`src/rtl/match_tracker.sv`:
```
// Best-of-three match controller: records round winners, paces the inter-round
// break and the game-over hold from synchronised VGA frame ticks.
module match_tracker #(
    parameter int BREAK_FRAMES = 60,
    parameter int HOLD_FRAMES  = 120,
    parameter int CNT_W        = 8
) (
    input  logic       Clk,
    input  logic       Reset,
    input  logic       frame_clk,
    input  logic       start,
    input  logic       round_done,
    input  logic [1:0] round_winner,
    output logic       round_active,
    output logic [1:0] round_num,
    output logic [1:0] winner,
    output logic [1:0] winner2,
    output logic [1:0] winner3,
    output logic       is_GameOver,
    output logic [1:0] OVERALL_winner
);

    typedef enum logic [1:0] {IDLE, PLAY, BREAK, OVER} state_t;

    localparam logic [CNT_W-1:0] BRK_LOAD = CNT_W'(BREAK_FRAMES);
    localparam logic [CNT_W-1:0] HLD_LOAD = CNT_W'(HOLD_FRAMES);

    state_t           state_q;
    logic [CNT_W-1:0] cnt_q;
    logic             fq1_q, fq2_q, fq3_q;
    logic [1:0]       rnum_q, w1_q, w2_q, w3_q, ovr_q;

    logic       tick;
    logic       valid_code;
    logic [1:0] w1_d, w2_d, w3_d;
    logic [1:0] wins;
    logic       match_won;

    assign tick       = fq2_q & ~fq3_q;
    assign valid_code = (round_winner == 2'd1) || (round_winner == 2'd2);

    // Slot contents as they will be after this round's write, so the
    // match-decided check lands in the same edge as the write itself.
    assign w1_d = (rnum_q == 2'd1) ? round_winner : w1_q;
    assign w2_d = (rnum_q == 2'd2) ? round_winner : w2_q;
    assign w3_d = (rnum_q == 2'd3) ? round_winner : w3_q;
    assign wins = 2'(w1_d == round_winner) + 2'(w2_d == round_winner)
                + 2'(w3_d == round_winner);
    assign match_won = (wins >= 2'd2);

    always_ff @(posedge Clk) begin
        if (!Reset) begin
            state_q <= IDLE;
            cnt_q   <= '0;
            fq1_q   <= 1'b0;
            fq2_q   <= 1'b0;
            fq3_q   <= 1'b0;
            rnum_q  <= 2'd0;
            w1_q    <= 2'd0;
            w2_q    <= 2'd0;
            w3_q    <= 2'd0;
            ovr_q   <= 2'd0;
        end else begin
            fq1_q <= frame_clk;
            fq2_q <= fq1_q;
            fq3_q <= fq2_q;
            case (state_q)
                IDLE: begin
                    if (start) begin
                        state_q <= PLAY;
                        rnum_q  <= 2'd1;
                        w1_q    <= 2'd0;
                        w2_q    <= 2'd0;
                        w3_q    <= 2'd0;
                        ovr_q   <= 2'd0;
                    end
                end
                PLAY: begin
                    if (round_done && valid_code) begin
                        w1_q <= w1_d;
                        w2_q <= w2_d;
                        w3_q <= w3_d;
                        if (match_won) begin
                            state_q <= OVER;
                            ovr_q   <= round_winner;
                            cnt_q   <= HLD_LOAD;
                        end else begin
                            state_q <= BREAK;
                            cnt_q   <= BRK_LOAD;
                        end
                    end
                end
                BREAK: begin
                    if (cnt_q == '0) begin
                        state_q <= PLAY;
                        if (rnum_q != 2'd3) rnum_q <= rnum_q + 2'd1;
                    end else if (tick) begin
                        cnt_q <= cnt_q - CNT_W'(1);
                    end
                end
                OVER: begin
                    // A start during the hold is dropped, not remembered.
                    if (start && cnt_q == '0) begin
                        state_q <= PLAY;
                        rnum_q  <= 2'd1;
                        w1_q    <= 2'd0;
                        w2_q    <= 2'd0;
                        w3_q    <= 2'd0;
                        ovr_q   <= 2'd0;
                    end else if (tick && cnt_q != '0) begin
                        cnt_q <= cnt_q - CNT_W'(1);
                    end
                end
                default: state_q <= IDLE;
            endcase
        end
    end

    assign round_active   = (state_q == PLAY);
    assign is_GameOver    = (state_q == OVER);
    assign round_num      = rnum_q;
    assign winner         = w1_q;
    assign winner2        = w2_q;
    assign winner3        = w3_q;
    assign OVERALL_winner = ovr_q;

endmodule

```
`config.mk`:
```
export PLATFORM = sky130hd
export DESIGN_NAME = match_tracker
export DESIGN_NICKNAME = d
export VERILOG_FILES = /design/src/rtl/match_tracker.sv
export SDC_FILE = /design/constraint.sdc
export NUM_CORES = 1
export LEC_CHECK = 0
export CORE_UTILIZATION = 56
export CTS_BUF_LIST = sky130_fd_sc_hd__clkbuf_4 sky130_fd_sc_hd__clkbuf_8 sky130_fd_sc_hd__clkbuf_16
export DETAILED_ROUTE_END_ITERATION = 16
export PLACE_DENSITY = 0.81
export SETUP_SLACK_MARGIN = 0.15
export SLEW_MARGIN = 20
export SYNTH_ARGS = -nofsm -noshare
export SYNTH_HDL_FRONTEND = slang
export SYNTH_SLANG_ARGS = --single-unit
export TNS_END_PERCENT = 50
```
`constraint.sdc`:
```
create_clock -name Clk -period 3 [get_ports Clk]
set_input_delay 0.45 -clock Clk [delete_from_list [all_inputs] [get_ports Clk]]
set_output_delay 0.45 -clock Clk [all_outputs]
set_load 0.02 [all_outputs]
```
==> results of run 1 <==
## registers in the layout, indices dropped and copies added (netlist names)
register and flops:
fq1_q 1, fq2_q 1, winner2 2, cnt_q 8, fq3_q 1, round_num 2
state_q 2, winner3 2, winner 2, OVERALL_winner 2
## per-layer routing
layer / track usage (%) / up-vias / share of wire (%)
li1: - / 610 / -
met1: 36.3 / 584 / 51
met2: 37.2 / 25 / 45
met3: 3.22 / 2 / 3.0
met4: 9.91 / 0 / 0.56
met5: 0 / - / 0
## power by group through the flow
stage / logic [W] / clock network (W) / registers (W)
after floorplan: 0.000541 / 0 / 0.000453
after global placement: 0.000700 / 0 / 0.000447
final: 0.000737 / 0.000150 / 0.000443
after detailed placement: 0.000723 / 0 / 0.000449
after CTS: 0.000727 / 0.000154 / 0.000442
after global routing: 0.000820 / 0.000165 / 0.000456
## through the flow
stage | setup WS [ps] | total power, W | util, %
2_1_floorplan | 1070 | 0.000994 | -
3_3_place_gp | 611 | 0.00115 | 70.4
3_5_place_dp | 548 | 0.00117 | 70.4
4_1_cts | 531 | 0.00132 | 71.7
5_1_grt | 394 | 0.00144 | 71.7
6_report | 523 | 0.00133 | 71.7
## cell type report
type | count | area, um^2
clock buffers | 3 | 22.5
clock inverters | 1 | 7.51
fillers | 178 | 643
inverters | 15 | 56.3
multi-input cells | 117 | 856
flip-flops and latches | 23 | 460
well taps | 28 | 35.0
repair buffers | 20 | 195
## cell usage after synthesis (3+ instances only)
| cell type | n | area share [%] |
|---|---|---|
| xnor2_1 | 8 | 5.0 |
| dfxtp_1 | 23 | 33 |
| and2_1 | 3 | 1.3 |
| nand3_1 | 6 | 2.1 |
| xor2_1 | 3 | 1.9 |
| nor4_1 | 3 | 1.3 |
| ha_1 | 11 | 9.8 |
| nand2_1 | 7 | 1.9 |
| a21oi_1 | 16 | 5.7 |
| nor2_1 | 7 | 1.9 |
| a21o_1 | 4 | 2.1 |
| clkbuf_1 | 5 | 1.3 |
| o21ai_0 | 7 | 2.5 |
| inv_1 | 15 | 4.0 |
| nand4_1 | 5 | 2.2 |
| nor2b_1 | 3 | 1.3 |
## cell families (layout without fill, tap and decap cells)
family,after synthesis,in the layout
DFF,23,23
muxes,3,3
AOI/OAI and AO/OA,46,46
adders and majority gates,11,11
buffers and inverters,22,39
and+or+nand+nor,46,46
xor gates and xnor gates,11,11
## worst max path at each step
stage                         start  cells past startpoint           endpoint
finish                   state_q[1]                      3       round_active
global route             state_q[1]                      3       round_active
CTS                      state_q[1]                      3       round_active
detailed placement  round_winner[1]                      8  OVERALL_winner[0]
global placement    round_winner[1]                      8  OVERALL_winner[1]
floorplan                  cnt_q[0]                      7       round_num[1]
==> results.sh, run 1 <==
export IMPL_ys_types=45
export IMPL_setup_violations_final=0
export IMPL_critPathSlowestCell="clkdlybuf4s50_1"
export IMPL_avgSynthCellArea_um2=8.65
export IMPL_layout_common_cells="23 x dfxtp_1, 18 x clkdlybuf4s50_1, 16 x a21oi_1"
export IMPL_fmax_ghz=0.404
export IMPL_critical_path_max_fanout=16
export IMPL_slew_headroom_pct=61.2
export IMPL_worstHoldPathCells=1
export IMPL_via_per_inst=5.90
export IMPL_final_common_cell="dfxtp_1"
export IMPL_drt_wl_total_mm=3.01
export IMPL_synth_flop_cell="dfxtp_1"
export IMPL_seq_area_frac_synth_pct=32.9
export IMPL_path_cells="inv_1 -> ha_1 -> clkdlybuf4s50_1"
export IMPL_critPathTopFamily="buffers and inverters"
export IMPL_hp_start="fq1_q"
export IMPL_first_pass_iters=4
export IMPL_cap_viol_max_count=0
export IMPL_drive_gt1_share_pct=8.94
export IMPL_place_inst=203
export IMPL_setup_tns_ps=0
export IMPL_clock_sinks=23
export IMPL_comb_power_share_pct=55.4
export IMPL_io_pins=19
export IMPL_postRouteAntennaNets=0
export IMPL_critPathCaptureType="primary output"
export IMPL_cp_slowest_stage_delay_ps=710
export IMPL_die_h_um=52.0
export IMPL_cp_required_ps=2550
export IMPL_status="finished clean"
export IMPL_wl_per_cell_um=14.5
export IMPL_synthesis_nets=180
export IMPL_cts_tree="done"
export IMPL_sw_frac_of_total_pct=44.6
export IMPL_cts_made_buffers=3
export IMPL_drv_slew=0
export IMPL_die_w_um=52.0
export IMPL_num_antenna_cells=0
export IMPL_post_cts_buffers=0
export IMPL_grt_max_degree=17
export IMPL_root_buffer="clkbuf_4"
export IMPL_synth_top_family_by_area="compound AO/OA/AOI/OAI gates"
export IMPL_dpl_hpwl_mm=2.18
export IMPL_drt_iter0_drc=38
export IMPL_fin_crit_ps=2480
export IMPL_rr_startpoint="cnt_q[0]"
export IMPL_htreeDepth=1
export IMPL_clock_latency_ps=310
export IMPL_cts_hold_fix_buffers=0
export IMPL_rows=17
export IMPL_yosys_area_share_simple_pct=19.5
export IMPL_rsz0062_at_grt="no"
export IMPL_synth_xor_area_share_pct=6.87
export IMPL_cts_resized=0
export IMPL_synth_fa_ha_area_share_pct=9.82
export IMPL_cell_internal_pwr_w=0.000737
export IMPL_core_mm2=0.00228
export IMPL_vdd_drop_max_mv=0.590
export IMPL_vias=1221
export IMPL_stdcell_area_mm2=0.00163
export IMPL_synth_edf_count=0
export IMPL_layout_nets=198
export IMPL_post_route_period_util_pct=82.6
export IMPL_synth_ff_latch_count=23
export IMPL_overflow=0
export IMPL_hold_ws_ps=461
export IMPL_power_share_clock_pct=11.3
export IMPL_fin_skew_ps=6.68
export IMPL_syn_inst=162
export IMPL_synth_warnings=0
export IMPL_dieArea_mm2=0.00271
export IMPL_net_switching_power_w=0.000594
export IMPL_syn_area_mm2=0.00140
export IMPL_gp_congestion=0.830
export IMPL_critPathBufInv=2
export IMPL_stdcell_count=207
export IMPL_antenna_found_initial=0
export IMPL_clockBufferDepth=2
export IMPL_regToRegSetupSlack_ps=820
export IMPL_worstReg2RegEnd="round_num[1]"
export IMPL_drc=0
export IMPL_async_flop_share_pct=0
export IMPL_dpl_cell_area_mm2=0.00160
export IMPL_area_delta_synth_final_pct=16.5
export IMPL_grt_use_total_pct=25.1
export IMPL_start_util_pct=61.6
export IMPL_hold_viol=0
export IMPL_synth_compound_area_share_pct=22.7
export IMPL_hold_path_class="reg2reg"
export IMPL_cellPowerDensity_mw_per_mm2=815
export IMPL_r2r_cells=7
export IMPL_grt_first_pass_wirelength_mm=5.08
export IMPL_worst_pin_slew_ps=582
export IMPL_path_clk_slew_ps=140
export IMPL_arrival_ps=2030
export IMPL_muxShareOfSynthArea_pct=2.23
export IMPL_io_buffers=18
export IMPL_crit_type="reg2out"
export IMPL_worstSetupStartpointType="flop"
export IMPL_grt_pass1_vias=1124
export IMPL_cellLeakagePower_nw=0.618
export IMPL_p_seq_share_pct=33.3
export IMPL_min_to="fq2_q"
No activity file was read; power rests on OpenSTA's default activity.
==> run 2, diff against run 1 <==
--- a/config.mk
+++ b/config.mk
@@ -5,10 +5,10 @@
 export SDC_FILE = /design/constraint.sdc
 export NUM_CORES = 1
 export LEC_CHECK = 0
-export CORE_UTILIZATION = 56
+export CORE_UTILIZATION = 54
 export CTS_BUF_LIST = sky130_fd_sc_hd__clkbuf_4 sky130_fd_sc_hd__clkbuf_8 sky130_fd_sc_hd__clkbuf_16
 export DETAILED_ROUTE_END_ITERATION = 16
-export PLACE_DENSITY = 0.81
+export PLACE_DENSITY = 0.79
 export SETUP_SLACK_MARGIN = 0.15
 export SLEW_MARGIN = 20
 export SYNTH_ARGS = -nofsm -noshare
==> constraint.sdc (replaced) <==
create_clock -name Clk -period 2.5 [get_ports Clk]
set_input_delay 0.375 -clock Clk [delete_from_list [all_inputs] [get_ports Clk]]
set_output_delay 0.375 -clock Clk [all_outputs]
set_load 0.02 [all_outputs]
==> run 2 against run 1 <==
Against the previous run:
- first-iteration DRC count is 21% lower
- combinational power increased by 21%
- global-route usage down 0.72 points
- critical path depth is the same
- cell area is 1.5% higher
- die area up 3.5%
- largest power group unchanged
==> results.sh, run 2 (synthesis gave the netlist of run 1 again) <==
export IMPL_cap_viol_max_count=0
export IMPL_clock_sinks=23
export IMPL_antenna_found_initial=0
export IMPL_setup_violations_final=0
export IMPL_top_register="cnt_q"
export IMPL_worstHoldPathCells=1
export IMPL_dp_slack_ps=242
export IMPL_use_met2_pct=39.5
export IMPL_path_depth=3
export IMPL_cts_made_buffers=3
export IMPL_critPathCaptureType="primary output"
export IMPL_path_cells="inv_1 -> ha_2 -> clkdlybuf4s50_1"
export IMPL_gp_congestion=0.866
export IMPL_arrival_ps=1840
export IMPL_hold_viol=0
export IMPL_stdcell_area_mm2=0.00166
export IMPL_layout_common_cells="23 x dfxtp_1, 18 x clkdlybuf4s50_1, 16 x a21oi_1"
export IMPL_first_pass_iters=4
export IMPL_htreeDepth=1
export IMPL_grt_use_total_pct=24.4
export IMPL_cellLeakagePower_nw=0.636
export IMPL_drt_iter0_drc=30
export IMPL_hold_path_class="reg2reg"
export IMPL_clockBufferDepth=2
export IMPL_slew_headroom_pct=64.5
export IMPL_critical_path_max_fanout=16
export IMPL_cellPowerDensity_mw_per_mm2=967
export IMPL_cp_required_ps=2120
export IMPL_cts_hold_fix_buffers=0
export IMPL_gr_max_usage_layer="met2"
export IMPL_largest_reg_flops=8
export IMPL_met3_usage_pct=2.59
export IMPL_worst_pin_slew_ps=532
export IMPL_dpl_cell_area_mm2=0.00163
export IMPL_rsz0062_at_grt="no"
export IMPL_cp_slowest_stage_delay_ps=660
export IMPL_r2r_cells=7
export IMPL_critPathSlowestCell="clkdlybuf4s50_1"
export IMPL_start_util_pct=57.1
export IMPL_drt_wl_total_mm=3.13
export IMPL_regToRegSetupSlack_ps=330
export IMPL_die_w_um=52.9
export IMPL_critPathBufInv=2
export IMPL_grt_max_degree=17
export IMPL_grt_pass1_vias=1119
export IMPL_fmax_ghz=0.451
export IMPL_fin_skew_ps=8.78
export IMPL_dieArea_mm2=0.00280
export IMPL_drc=0
export IMPL_overflow=0
export IMPL_post_cts_buffers=0
export IMPL_via_per_inst=5.94
export IMPL_path_clk_slew_ps=140
export IMPL_fin_ws_ps=281
export IMPL_postRouteAntennaNets=0
export IMPL_post_route_period_util_pct=88.8
export IMPL_drv_slew=0
export IMPL_root_buffer="clkbuf_4"
export IMPL_rows=18
export IMPL_setup_tns_ps=0
export IMPL_die_h_um=52.9
export IMPL_drive_gt1_share_pct=11.0
export IMPL_io_buffers=18
export IMPL_grt_use_met1_pct=34.5
export IMPL_clock_latency_ps=320
export IMPL_vdd_drop_max_mv=0.632
export IMPL_fin_crit_ps=2220
export IMPL_num_antenna_cells=0
export IMPL_layout_nets=201
export IMPL_grt_first_pass_wirelength_mm=5.06
export IMPL_io_pins=19
export IMPL_critPathTopFamily="buffers and inverters"
export IMPL_wl_per_cell_um=14.7
export IMPL_status="finished clean"
export IMPL_fillers=211
export IMPL_core_mm2=0.00245
export IMPL_final_common_cell="dfxtp_1"
export IMPL_area_delta_synth_final_pct=18.3
export IMPL_cts_tree="done"
export IMPL_worstSetupStartpointType="flop"
export IMPL_crit_type="reg2out"
export IMPL_vias=1260
export IMPL_dpl_hpwl_mm=2.34
[run 2: per-layer routing]
metal | share of wire [%] | up-vias
met1 | 48 | 605
met2 | 47 | 35
met4 | 0.26 | 0
li1 | - | 618
met5 | 0 | -
met3 | 4.6 | 2
[run 2: path summary, 6_finish.rpt]
| path | startpoint | to |
|---|---|---|
| setup / recovery | state_q[1] | round_active |
| hold / removal | fq1_q | fq2_q |
| setup reg to reg | cnt_q[0] | round_num[1] |
| hold reg to reg | fq1_q | fq2_q |
[run 2: area by class of cell]
type,count,area (um^2),area share (%)
Multi-Input combinational cell,117,858,51.8
Clock buffer,3,22.5,1.36
Tap cell,30,37.5,2.26
Clock inverter,1,5.00,0.302
Inverter,15,56.3,3.40
Timing Repair Buffer,23,218,13.1
Sequential cell,23,460,27.8
[run 2: repair_timing]
action	CTS	global route
hold endpoints to repair	0	0
gates resized for setup	1	0
endpoints found under the setup margin	1	0
[run 2: metrics by stage]
step | std cells | hold WS (ps) | power, W | utilization [%]
after floorplan | 162 | 412 | 0.00119 | -
after global placement | 208 | 419 | 0.00139 | 66.3
after detailed placement | 208 | 426 | 0.00142 | 66.3
after CTS | 212 | 459 | 0.00160 | 67.5
after global routing | 212 | 503 | 0.00172 | 67.5
final | 212 | 455 | 0.00160 | 67.5
[run 2: report_power, final]
part	total (W)	internal, W	switching, W
Combinational	0.000890	0.000382	0.000507
Sequential	0.000534	0.000445	0.0000891
Clock	0.000180	0.0000599	0.000121
Total	0.00160	0.000887	0.000717
==> run 3, diff against run 2 <==
--- a/config.mk
+++ b/config.mk
@@ -5,6 +5,7 @@
 export SDC_FILE = /design/constraint.sdc
 export NUM_CORES = 1
 export LEC_CHECK = 0
+export CORE_ASPECT_RATIO = 1.1
 export CORE_UTILIZATION = 54
 export CTS_BUF_LIST = sky130_fd_sc_hd__clkbuf_4 sky130_fd_sc_hd__clkbuf_8 sky130_fd_sc_hd__clkbuf_16
 export DETAILED_ROUTE_END_ITERATION = 16
==> run 3 against run 2 <==
Against the previous run:
- non-clock buffer count unchanged
- global-route usage down 0.86 points
- first-iteration DRC count down 13%
- critical endpoint unchanged
- die area about the same
==> results.sh, run 3 (synthesis gave the netlist of run 1 again) <==
export IMPL_status="finished clean"
export IMPL_vdd_drop_max_mv=0.645
export IMPL_drt_wl_total_mm=3.09
export IMPL_die_w_um=50.6
export IMPL_hold_path_class="reg2reg"
export IMPL_die_h_um=55.4
export IMPL_critical_path_max_fanout=16
export IMPL_overflow=0
export IMPL_cts_tree="done"
export IMPL_hold_viol=0
export IMPL_io_pins=19
export IMPL_clock_latency_ps=320
export IMPL_postRouteAntennaNets=0
export IMPL_place_inst=209
export IMPL_critPathSlowestCell="clkdlybuf4s50_1"
export IMPL_grt_first_pass_wirelength_mm=5.02
export IMPL_cts_hold_fix_buffers=0
export IMPL_via_per_inst=5.74
export IMPL_cellLeakagePower_nw=0.631
export IMPL_clock_sinks=23
export IMPL_fmax_ghz=0.449
export IMPL_worst_pin_slew_ps=537
export IMPL_setup_violations_final=0
export IMPL_stdcell_count=213
export IMPL_drt_iter0_drc=26
export IMPL_fin_crit_ps=2230
export IMPL_grt_max_degree=17
export IMPL_antenna_found_initial=0
export IMPL_post_route_period_util_pct=89.0
export IMPL_slew_headroom_pct=64.2
export IMPL_drc=0
export IMPL_worstSetupStartpointType="flop"
export IMPL_critPathCaptureType="primary output"
export IMPL_dieArea_mm2=0.00280
export IMPL_clockBufferDepth=2
export IMPL_wl_per_cell_um=14.5
export IMPL_core_mm2=0.00247
export IMPL_cellPowerDensity_mw_per_mm2=981
export IMPL_drive_gt1_share_pct=11.0
export IMPL_r2r_cells=8
export IMPL_crit_type="reg2out"
export IMPL_final_common_cell="dfxtp_1"
export IMPL_rr_startpoint="cnt_q[0]"
export IMPL_worstReg2RegEnd="cnt_q[3]"
export IMPL_fin_skew_ps=9.63
export IMPL_path_clk_slew_ps=140
export IMPL_root_buffer="clkbuf_4"
export IMPL_layout_common_cells="23 x dfxtp_1, 18 x clkdlybuf4s50_1, 16 x a21oi_1"
export IMPL_area_delta_synth_final_pct=18.6
export IMPL_num_antenna_cells=0
export IMPL_first_pass_iters=4
export IMPL_rsz0062_at_grt="no"
export IMPL_cp_required_ps=2120
export IMPL_min_to="fq2_q"
export IMPL_rows=19
export IMPL_start_util_pct=56.7
export IMPL_grt_use_total_pct=23.5
export IMPL_cp_slowest_stage_delay_ps=670
export IMPL_drv_slew=0
export IMPL_grt_pass1_vias=1175
export IMPL_cap_viol_max_count=0
export IMPL_regToRegSetupSlack_ps=370
export IMPL_arrival_ps=1850
export IMPL_io_buffers=18
export IMPL_layout_nets=201
export IMPL_dpl_hpwl_mm=2.30
export IMPL_top_register="cnt_q"
export IMPL_htreeDepth=1
export IMPL_gp_congestion=0.812
export IMPL_largest_reg_flops=8
export IMPL_hp_start="fq1_q"
export IMPL_setup_tns_ps=0
export IMPL_worstHoldPathCells=1
export IMPL_cts_made_buffers=3
export IMPL_vias=1222
export IMPL_path_cells="inv_1 -> ha_2 -> clkdlybuf4s50_1"
==> run 3: changes by cell type in the layout (fill, tap and decap cells not counted), sizes merged <==
cell,previous run,this run
clkinv,1,0
clkinvlp,0,1
==> run 3: how the worst max path moves through the flow <==
stage	end	depth (start not counted)	start	slack [ps]
after floorplan	round_num[1]	7	cnt_q[0]	570
after global placement	winner2[1]	7	round_winner[0]	260
after detailed placement	cnt_q[3]	7	round_winner[1]	210
after CTS	round_active	3	state_q[1]	260
after global routing	round_active	3	state_q[1]	200
final	round_active	3	state_q[1]	270
==> run 3: layer usage <==
metal | wire length (um) | GRT usage, %
met4 | 104 | 13.9
met3 | 118 | 4.13
met2 | 1500 | 39.0
met5 | 0 | 0
met1 | 1370 | 27.8
==> run 3: final cells by class <==
type                    count  area (um^2)
multi-input cells         117          858
flip-flops and latches     23          460
inverters                  15         56.3
clock buffers               3         22.5
fillers                   211          811
clock inverters             1         7.51
well taps                  31         38.8
repair buffers             23          218
==> run 3: stage by stage <==
step,power (W),setup slack (ps),util [%],hold WS (ps),area [um^2]
floorplan,0.00119,573,-,412,1400
finish,0.00163,274,67.2,457,1660
detailed placement,0.00144,211,65.9,425,1630
global route,0.00175,202,67.2,492,1660
global placement,0.00140,262,65.9,423,1630
CTS,0.00163,262,67.2,462,1660
==> run 3: what timing repair did <==
action / in CTS / in global routing
setup endpoints to repair: 1 / 0
setup buffers: 0 / 0
resized for setup: 1 / 0
==> run 3: report_power, final <==
group	leakage, nW	internal [W]	switching, W
Sequential	0.188	0.000445	0.0000893
Combinational	0.429	0.000398	0.000515
Clock	0.0139	0.0000612	0.000122
Total	0.631	0.000904	0.000726
==> run 3: worst max-delay path, delay by kind of cell, from the launching register on <==
| kind | cells | cell delay (ps) |
|---|---|---|
| fa+ha+maj | 1 | 370 |
| buf+inv | 2 | 790 |
| flops | 1 | 370 |
